File: src/rtl/wb_dpram_bridge.sv
// Wishbone B3 slave bridging single and incrementing/wrapping burst cycles onto
// one byte-lane dual-port RAM. Reads use the RAM's registered output: the read
// address runs one beat ahead of the acknowledged beat, so data is ready on ack.
module wb_dpram_bridge #(
  parameter int SIZE = 32768,
  parameter int DW   = 64,
  localparam int AW  = $clog2(SIZE)
) (
  input  logic          clk,
  input  logic          rst_n,
  input  logic [31:0]   i_wb_adr,
  input  logic [DW-1:0] i_wb_dat,
  input  logic [7:0]    i_wb_sel,
  input  logic          i_wb_we,
  input  logic          i_wb_cyc,
  input  logic          i_wb_stb,
  input  logic [2:0]    i_wb_cti,
  input  logic [1:0]    i_wb_bte,
  output logic [DW-1:0] o_wb_rdt,
  output logic          o_wb_ack,
  output logic          o_wb_err,
  output logic [7:0]    o_ram_we,
  output logic [DW-1:0] o_ram_din,
  output logic [AW-1:0] o_ram_waddr,
  output logic [AW-1:0] o_ram_raddr,
  input  logic [DW-1:0] i_ram_dout
);

  localparam int         IW       = AW - 3;
  localparam logic [2:0] CTI_INCR = 3'b010;

  typedef enum logic [1:0] {IDLE, ACTIVE, ERR} state_t;

  state_t        state, state_nxt;
  logic [AW-1:0] addr_q, addr_nxt;
  logic [AW-1:0] adr_aligned, next_addr;
  logic [IW-1:0] idx, idx_inc, idx_nxt;
  logic          req, in_range;
  logic          unused_adr_lsb;

  assign req            = i_wb_cyc & i_wb_stb;
  assign adr_aligned    = {i_wb_adr[AW-1:3], 3'b000};
  assign in_range       = (i_wb_adr[31:AW] == '0);
  assign unused_adr_lsb = ^i_wb_adr[2:0];

  assign o_wb_rdt    = i_ram_dout;
  assign o_ram_din   = i_wb_dat;
  assign o_ram_waddr = addr_q;
  assign next_addr   = {idx_nxt, 3'b000};

  // Next beat index: linear wraps at the top of the RAM, wrap modes only step the low bits.
  always_comb begin
    idx     = addr_q[AW-1:3];
    idx_inc = idx + IW'(1);
    idx_nxt = idx_inc;
    case (i_wb_bte)
      2'b01:   idx_nxt = {idx[IW-1:2], idx_inc[1:0]};
      2'b10:   idx_nxt = {idx[IW-1:3], idx_inc[2:0]};
      2'b11:   idx_nxt = {idx[IW-1:4], idx_inc[3:0]};
      default: idx_nxt = idx_inc;
    endcase
  end

  // Next-state, beat address and bus/RAM strobes.
  always_comb begin
    state_nxt   = state;
    addr_nxt    = addr_q;
    o_wb_ack    = 1'b0;
    o_wb_err    = 1'b0;
    o_ram_we    = '0;
    o_ram_raddr = addr_q;
    case (state)
      IDLE: begin
        // Prefetch the first beat so its data is on i_ram_dout in the ack cycle.
        o_ram_raddr = adr_aligned;
        if (req) begin
          if (in_range) begin
            addr_nxt  = adr_aligned;
            state_nxt = ACTIVE;
          end else begin
            state_nxt = ERR;
          end
        end
      end
      ACTIVE: begin
        o_wb_ack = req;
        if (req) begin
          o_ram_raddr = next_addr;
          if (i_wb_we) o_ram_we = i_wb_sel;
          if (i_wb_cti == CTI_INCR) addr_nxt = next_addr;
          else                      state_nxt = IDLE;
        end else if (!i_wb_cyc) begin
          state_nxt = IDLE;
        end
      end
      ERR: begin
        o_wb_err  = req;
        state_nxt = IDLE;
      end
      default: state_nxt = IDLE;
    endcase
  end

  // State and beat-address register; reset aborts any burst in flight.
  always_ff @(posedge clk or negedge rst_n) begin
    if (!rst_n) begin
      state  <= IDLE;
      addr_q <= '0;
    end else begin
      state  <= state_nxt;
      addr_q <= addr_nxt;
    end
  end

endmodule

File: config.mk
export PLATFORM = sky130hd
export DESIGN_NAME = wb_dpram_bridge
export DESIGN_NICKNAME = d
export VERILOG_FILES = /design/src/rtl/wb_dpram_bridge.sv
export SDC_FILE = /design/constraint.sdc
export NUM_CORES = 1
export LEC_CHECK = 0
export BUFFER_PORTS_ARGS = -buffer_cell sky130_fd_sc_hd__buf_2
export CAP_MARGIN = 20
export CORE_AREA = 10 10 126 128
export DETAILED_ROUTE_END_ITERATION = 10
export DIE_AREA = 0 0 136 138
export PLACE_DENSITY_LB_ADDON = 0.1
export RECOVER_POWER = 25
export SLEW_MARGIN = 15
export SYNTH_ARGS = -nofsm -noshare
export SYNTH_HDL_FRONTEND = slang
export SYNTH_SLANG_ARGS = --single-unit
File: constraint.sdc
create_clock -name clk -period 3.2 [get_ports clk]
set_input_delay 0.16 -clock clk [delete_from_list [all_inputs] [get_ports clk]]
set_output_delay 0.16 -clock clk [all_outputs]
set_load 0.01 [all_outputs]
Yosys cells after proc, flatten, opt, wreduce, memory -nomap -nowiden. Cells that the tools add are included. Widths: inputs -> output; s select.

Output and inout port bits: 168. Logic and storage cells: 40. Bits in registers: 17. Input port bits: 178.

Reduce and logical (&&, ||, !) cells: 5. Multiplexer cells: 19. Bitwise logic cells: 1. Add/sub/neg operators: 1. Eq/ne operators: 12.

Operators by type and width (number): $mux 15 (5); $pmux 15 s2 (2); $pmux 12 s3 (1); $mux 8 (3); $logic_not 17->1 (1); $add 12x1->12 const B (1); $mux 2 (5); $ne 2x2->1 const B (4); $eq 2x2->1 const B (3); $ne 3x3->1 const B (2); $reduce_and 5->1 (1); $eq 2x1->1 const B (2); $pmux 2 s2 (1); $eq 3x2->1 const B (1); $reduce_and 3->1 (1); $logic_not 2->1 (1); $mux 1 (2); $reduce_bool 2->1 (1); $and 1x1->1 (1).

Logic depth before layout (Yosys ltp). Gate-level depths: netlist (run 1).

Word-level depth: 5. Mapped depth: 7. Gate-level depth less buffers: 6.

Worst setup path before layout (run 1). No wires, ideal clock.

Kind: register to output. From: register addr_q[3], in the netlist o_ram_waddr[3]. To: output o_ram_raddr[11]. Required time: 3040 ps. Setup slack: 1565 ps. Buffers on the path: 0. Cell stages (with the launch flop): 7. Data arrival time: 1475 ps. Path through: dfrtp_1 -> ha_1 -> nand3_1 -> nor2_2 -> nand3_1 -> xor2_1 -> a21oi_1.

Cells in the longest elaborated chain, start to end: 4.

RTL lines: start, declared (line 35) `logic [AW-1:0] addr_q, addr_nxt;`; start signal, assigned (line 111) `addr_q <= addr_nxt;`; $add 12x1->12 (line 54) `idx_inc = idx + IW'(1);`; $pmux 12 s3 (line 56) `case (i_wb_bte)`; $mux 15 (line 87) `if (req) begin`; $pmux 15 s2 (line 72) `case (state)`; end, declared (line 25) `output logic [AW-1:0] o_ram_raddr,`.

Every way passes these cells.

Worst setup path after layout (run 1).
From: register state[0]. To: output o_ram_raddr[11].

Cells in the longest elaborated chain, start to end: 2. Elaborated cells between the ends (all ways): 3. Classes of those cells: eq/ne (1); mux (1); reduce/logical (1).

RTL lines: start, declared (line 34) `state_t state, state_nxt;`; start signal, assigned (line 110) `state <= state_nxt;`; $eq 2x1->1 or $logic_not 2->1 (tied branches) (line 72); $pmux 15 s2 * (line 72).

Mark *: on every way between the ends. The rest lies on a longest branch, timed or not.

==> results of run 1 <==
[stage by stage]
step / hold slack, ps / total power [µW] / std cells / utilization
global placement: 114.1 / 299.9 / 456 / 0.1547
CTS: 170.2 / 586.3 / 461 / 0.1620
finish: 175.4 / 572.0 / 461 / 0.1620
floorplan: -135.6 / 402.6 / 337 / -
detailed placement: 119.2 / 300.4 / 456 / 0.1547
global route: 205.9 / 608.7 / 461 / 0.1620
[area by class of cell]
class / count / area (µm²) / area share
Clock buffer: 4 / 88.84 / 0.04059
Inverter: 3 / 11.26 / 0.005146
Multi-Input combinational cell: 174 / 1065 / 0.4866
Sequential cell: 14 / 350.3 / 0.1601
Tap cell: 180 / 225.2 / 0.1029
Timing Repair Buffer: 86 / 447.9 / 0.2047
[cells by family after synthesis]
kind of cell	count (synthesis)	share of synthesized area
mux	2	0.008114
other cells	1	0.001520
flops	14	0.1420
compound gates	75	0.1871
simple gates	86	0.2079
buf+inv	149	0.4341
fa+ha+maj	1	0.005070
xor+xnor	4	0.01420
[worst max-delay path, cell delays in order (launching register included)]
cell and delay, ps:
dfrtp_1 590, buf_4 300, a21oi_1 560, o22ai_1 180, a21oi_1 160, buf_2 160
[worst max-delay path by stage]
stage / start / to / depth (start not counted)
3_3_place_gp: state[0] / o_ram_raddr[13] / 5
2_1_floorplan: o_ram_waddr[3] / o_ram_raddr[11] / 6
4_1_cts: state[0] / o_ram_raddr[13] / 5
5_1_grt: state[0] / o_ram_raddr[13] / 5
3_5_place_dp: state[0] / o_ram_raddr[13] / 5
6_report: state[0] / o_ram_raddr[11] / 5
[state kept, by name, summed over array words and instances, names as in the netlist]
register,cells
o_ram_waddr,12
state,2
[power by group]
group          total, µW  leakage [µW]  internal [µW]  switching, µW
clock                277     0.0000442            190           86.8
sequential           178      0.000195            178          0.424
combinational        117      0.000751           52.3           64.4
[per-layer routing]
layer  up-vias  part of all wire
li1        898                 -
met1       882              0.38
met2        70              0.48
met3        62             0.083
met4         0             0.053
met5         -                 0
[what timing repair did]
action / 4_1_cts / 5_1_grt
hold buffers: 1 / 0
endpoints found under the hold margin: 14 / 0
endpoints found under the setup margin: 0 / 0
[synthesized netlist by cell type (all sizes together)]
master     n
or2        1
a211oi     3
nand4      3
mux2i      2
ha         1
xor2       3
o21ai     19
a2bb2oi    2
nand4bb    2
nand3b     1
o2bb2ai    1
nor3       6
a21o       2
o22a       5
nor4       5
a21oi     23
o31a       1
clkbuf     3
and4bb     1
nand3      4
o22ai      7
a31o       1
and3       6
a22oi      2
clkinv     1
conb       1
xnor2      1
nor3b      5
a211o      1
and4       1
a31oi      7
o31ai      1
nor2      19
dfrtp     14
nor2b      1
buf      143
inv        2
and2      11
nand2     20
==> metrics.md, run 1 <==
| Metric | Value |
|---|---|
| Status | `completed` |
| Critical hold path startpoint | `i_wb_adr[4]` |
| Postcts setup bufs | `0` |
| Hold EP | `o_ram_waddr[4]` |
| Remaining global-route overflow | `0` |
| Crit share post-route | `0.7390` |
| Busiest grt layer | `met2` |
| Most frequent cells in the layout | `buf_2 (80), a21oi_1 (21), nand2_1 (20), nor2_1 (18), o21ai_0 (16)` |
| IO Pins | `346` |
| PostCTS Resize Cnt | `0` |
| Longest Clk Path Bufs | `2` |
| R2R Setup Slk | `1180 ps` |
| Initial antenna violation count | `0` |
| VDD IR-drop max | `0.1223 mV` |
| Final ANT Viol Nets | `0` |
| Final net count | `461` |
| Fillers | `1,556` |
| Setup Crit Path Kind | `reg2out` |
| Row count | `43` |
| Routed wire length | `8.609 mm` |
| Fin. max-slew vios | `0` |
| Worst setup margin | `835.1 ps` |
| Via count | `1,912` |
| Clk sinks | `14` |
| Synth area leaders | `buf_4 (41%), dfrtp_1 (14%), a21oi_1 (4.3%), o21ai_0 (3.2%), nand2_1 (3.0%)` |
| Number of global-route vias before repair | `2,046` |
| Cell taking the most area after synthesis | `buf_4` |
| Final setup vio count | `0` |
| Hold path depth | `3` |
| Area of the die | `18,770 µm²` |
| Synth Instances | `332` |
| Gr usage total | `0.08737` |
| Global-route wire length before repair | `12.94 mm` |
| Core Footprint | `13,500 µm²` |
| Final HPWL DP | `7.001 mm` |
| Crit path capture type | `output port` |
| DRC viols | `0` |
| RSZ-0062 raised after global routing | `no` |
| #FFs+latches synth | `14` |
| Crit-path max FO | `17` |
| Initial Utilization | `0.1827` |
| Rel. slew slack | `0.5389` |
| Reg2reg path depth | `5` |
| Port buffer count | `80` |
| Maxcap violations | `0` |
| Largest net degree at the start of global routing | `19` |
| Mapped Area | `2467 µm²` |
| Most common cell after layout, fill and taps aside | `buf_2` |
| Avg Vias per Cell | `4.148` |
| Seq/Total Area, Yosys | `0.1420` |
| Minimum clock period | `2365 ps` |
| CTS buffer count | `3` |
| Root buffer cell | `clkbuf_16` |
| Top cell type's share of synthesized area | `0.4077` |
| DRT iter0 DRCs | `58` |
| H-Tree Level Count | `1` |
| Synth cell types | `49` |
| Worst slew pin tran | `691.7 ps` |
| Initial DRT Pass Iterations | `4` |
| Synth warn | `0` |
| Design area | `2188 µm²` |
| Worst skew pair latency | `250 ps` |
| Critical R2R Launch | `state[0]` |
| Placer Congestion | `0.7394` |
| Leak | `0.0009904 µW` |
| M3 GR Usage | `0.02428` |
| Worst hold path class | `in2reg` |
| # diodes | `0` |
| R2R Path End | `o_ram_waddr[14]` |
| Crit path launch type | `flop` |
| Power Dens Cells | `261.4 nW/µm²` |
| Post-DP Area | `2090 µm²` |
| Req. time, crit path | `3040 ps` |
| Met1 Use GR | `0.09543` |
| Die Width | `136 µm` |
| CTS tree | `built` |
| Fin. Hold Viols | `0` |
| Average wire per standard cell | `18.67 µm` |
| Setup WS pre-CTS | `1102 ps` |
| Clock transition at path regs | `50 ps` |
| Die Ht | `138 µm` |
| P&R area growth vs syn | `-11.31%` |
| Max Clk Rate | `422.9 MHz` |
| Sum Neg Setup Slack | `0 ps` |
| Met2 Usage GRT | `0.1451` |
| Worst Skew | `3.132 ps` |
| Arrival @ worst endpoint | `2200 ps` |
| Layout cells sized above 1 | `0.3594` |
| Syn Area/Cell | `7.432 µm²` |
No activity file was read; power rests on OpenSTA's default activity.
==> run 2: changes to the inputs <==
CORE_AREA = 10 10 125 127   (was 10 10 126 128)
DIE_AREA = 0 0 135 137   (was 0 0 136 138)
clock period = 2.2 ns   (was 3.2 ns; I/O delays follow)
==> run 2 against run 1 <==
Compared with the run above:
- sequential share of layout area down 0.51 points
- first-iteration DRC count up 72%
- via count rose by 1.9%
- worst hold slack worse by 44 ps
- power rose by 40%
- core utilization is 1.2 points higher
- critical path depth increased by 1
- count of clock-buffer cells in the layout decreased by 1
- critical endpoint is now o_ram_raddr[14]
- sequential power is 47% higher
- combinational power grew 49%
- die area down 1.5%
==> metrics.md, run 2 (synthesis results as in run 1) <==
| Metric | Value |
|---|---|
| Setup Crit Path Kind | `reg2out (unchanged)` |
| Area of the die | `18,500 µm² (was 18,770 µm²)` |
| # diodes | `0 (unchanged)` |
| Root buffer cell | `clkbuf_16 (unchanged)` |
| Initial DRT Pass Iterations | `4 (unchanged)` |
| Layout cells sized above 1 | `0.3938 (was 0.3594)` |
| H-Tree Level Count | `1 (unchanged)` |
| Postcts setup bufs | `0 (unchanged)` |
| Leak | `0.001045 µW (was 0.0009904 µW)` |
| Crit-path cells | `nand4bb_4 > nor4_4 > a21oi_1 > a31o_1 > a21oi_2 > buf_2 (was buf_4 > a21oi_1 > o22ai_1 > a21oi_1 > buf_2)` |
| Row count | `42 (was 43)` |
| Hold EP | `o_ram_waddr[4] (unchanged)` |
| Critical hold path startpoint | `i_wb_adr[4] (unchanged)` |
| Clk sinks | `14 (unchanged)` |
| Crit path capture type | `output port (unchanged)` |
| Clock transition at path regs | `50 ps (about the same)` |
| Sum Neg Setup Slack | `0 ps (unchanged)` |
| Via count | `1,949 (was 1,912)` |
| Maxcap violations | `0 (unchanged)` |
| Arrival @ worst endpoint | `1930 ps (was 2200 ps)` |
| IO Pins | `346 (unchanged)` |
| Critical R2R Launch | `state[1] (was state[0])` |
| Largest register FFs | `12 (unchanged)` |
| Reg2reg path depth | `5 (unchanged)` |
| R2R Path End | `o_ram_waddr[3] (was o_ram_waddr[14])` |
| Most common cell after layout, fill and taps aside | `buf_2 (unchanged)` |
| Placer Congestion | `0.7102 (was 0.7394)` |
| Final HPWL DP | `7.259 mm (was 7.001 mm)` |
| Final net count | `473 (was 461)` |
| Worst skew pair latency | `250 ps (about the same)` |
| Crit path launch type | `flop (unchanged)` |
| Avg Vias per Cell | `4.165 (was 4.148)` |
| CTS buffer count | `3 (unchanged)` |
| Routed wire length | `8.894 mm (was 8.609 mm)` |
| R2R Setup Slk | `520 ps (was 1180 ps)` |
| RSZ-0062 raised after global routing | `no (unchanged)` |
| Hold path depth | `3 (unchanged)` |
| Inst Count DP | `464 (was 456)` |
| Gr usage total | `0.09432 (was 0.08737)` |
| Final ANT Viol Nets | `0 (unchanged)` |
| Max Clk Rate | `490.9 MHz` |
| Power Dens Cells | `351.6 nW/µm² (was 261.4 nW/µm²)` |
| Longest Clk Path Bufs | `2 (unchanged)` |
| DRC viols | `0 (unchanged)` |
| Fin cells | `468 (was 461)` |
| Initial Utilization | `0.1886 (was 0.1827)` |
| Fin. Hold Viols | `0 (unchanged)` |
| Crit share post-route | `0.9259` |
| Worst Skew | `1.389 ps (was 3.132 ps)` |
| Die Width | `135 µm (was 136 µm)` |
| Number of global-route vias before repair | `2,134 (was 2,046)` |
| CP peak stage delay | `470 ps (was 590 ps)` |
| VDD IR-drop max | `0.1491 mV (was 0.1223 mV)` |
| DRT iter0 DRCs | `100 (was 58)` |
| Final setup vio count | `0 (unchanged)` |
| Crit-path max FO | `7 (was 17)` |
| Most frequent cells in the layout | `buf_2 (80), a21oi_1 (21), nand2_1 (20), nor2_1 (18) (was buf_2 (80), a21oi_1 (21), nand2_1 (20), nor2_1 (18), o21ai_0 (16))` |
| CTS tree | `built (unchanged)` |
| Port buffer count | `80 (unchanged)` |
| Req. time, crit path | `2090 ps (was 3040 ps)` |
| Worst hold path class | `in2reg (unchanged)` |
| Minimum clock period | `2037 ps` |
| Core Footprint | `13,090 µm² (was 13,500 µm²)` |
| Remaining global-route overflow | `0 (unchanged)` |
| Status | `completed (unchanged)` |
| Worst path slowest cell | `dfrtp_1 (unchanged)` |
| Initial antenna violation count | `0 (unchanged)` |
| P&R area growth vs syn | `-7.708% (was -11.31%)` |
| Fin. max-slew vios | `0 (unchanged)` |
| Global-route wire length before repair | `13.50 mm (was 12.94 mm)` |
| Largest net degree at the start of global routing | `22 (was 19)` |
| Average wire per standard cell | `19.00 µm (was 18.67 µm)` |
| Die Ht | `137 µm (was 138 µm)` |
## run 2: timing repair
action                                  in CTS  in global routing
hold buffers                                 1                  0
hold endpoints to repair                    14                  0
resized for setup                            0                  3
endpoints found under the setup margin       0                  2
## run 2: worst max-delay path by stage
stage,depth (start not counted),start,end
after floorplan,6,o_ram_waddr[3],o_ram_raddr[11]
after global placement,7,o_ram_waddr[4],o_ram_raddr[11]
after detailed placement,7,o_ram_waddr[4],o_ram_raddr[11]
after CTS,7,o_ram_waddr[4],o_ram_raddr[11]
after global routing,6,o_ram_waddr[6],o_ram_raddr[10]
final,6,o_ram_waddr[6],o_ram_raddr[14]
## run 2: area by class of cell
type                       count  area (µm²)
clock buffer                   3       75.07
fill                        1524       10810
inverter                       3       11.26
multi-input combinational    174        1067
sequential                    14       352.8
tap                          176       220.2
timing repair buffer          98       550.5
## run 2: metal layers
metal | global-route usage | share of wire
met5 | 0 | 0
met1 | 0.1153 | 0.43
met3 | 0.03409 | 0.086
met2 | 0.1396 | 0.44
met4 | 0.05502 | 0.044
## run 2: power by group
part / switching (µW) / internal (µW) / leakage, µW / total, µW
registers: 2.73 / 259 / 0.000191 / 261
clock network: 126 / 239 / 0.0000370 / 365
logic: 94.5 / 79.7 / 0.000817 / 174
total: 223 / 578 / 0.00105 / 801
## run 2: critical path: cells and delay by family, from the launching register on
family	cells	cell delay, ps
and+or+nand+nor	2	600
buffers and inverters	1	150
AOI/OAI and AO/OA	3	450
DFF	1	470
## run 2: per-stage QoR
stage | util | setup slack (ps) | hold WS (ps) | total power (µW) | cell area (µm²)
after floorplan | - | 615.3 | -185.6 | 585.6 | 2486
after global placement | 0.1671 | 332.4 | 65.93 | 443.2 | 2187
after detailed placement | 0.1671 | 347.3 | 63.95 | 442.1 | 2187
after CTS | 0.1736 | 58.34 | 131.7 | 816.4 | 2272
after global routing | 0.1740 | 3.725 | 154.8 | 845.6 | 2277
final | 0.1740 | 162.9 | 131.3 | 800.7 | 2277
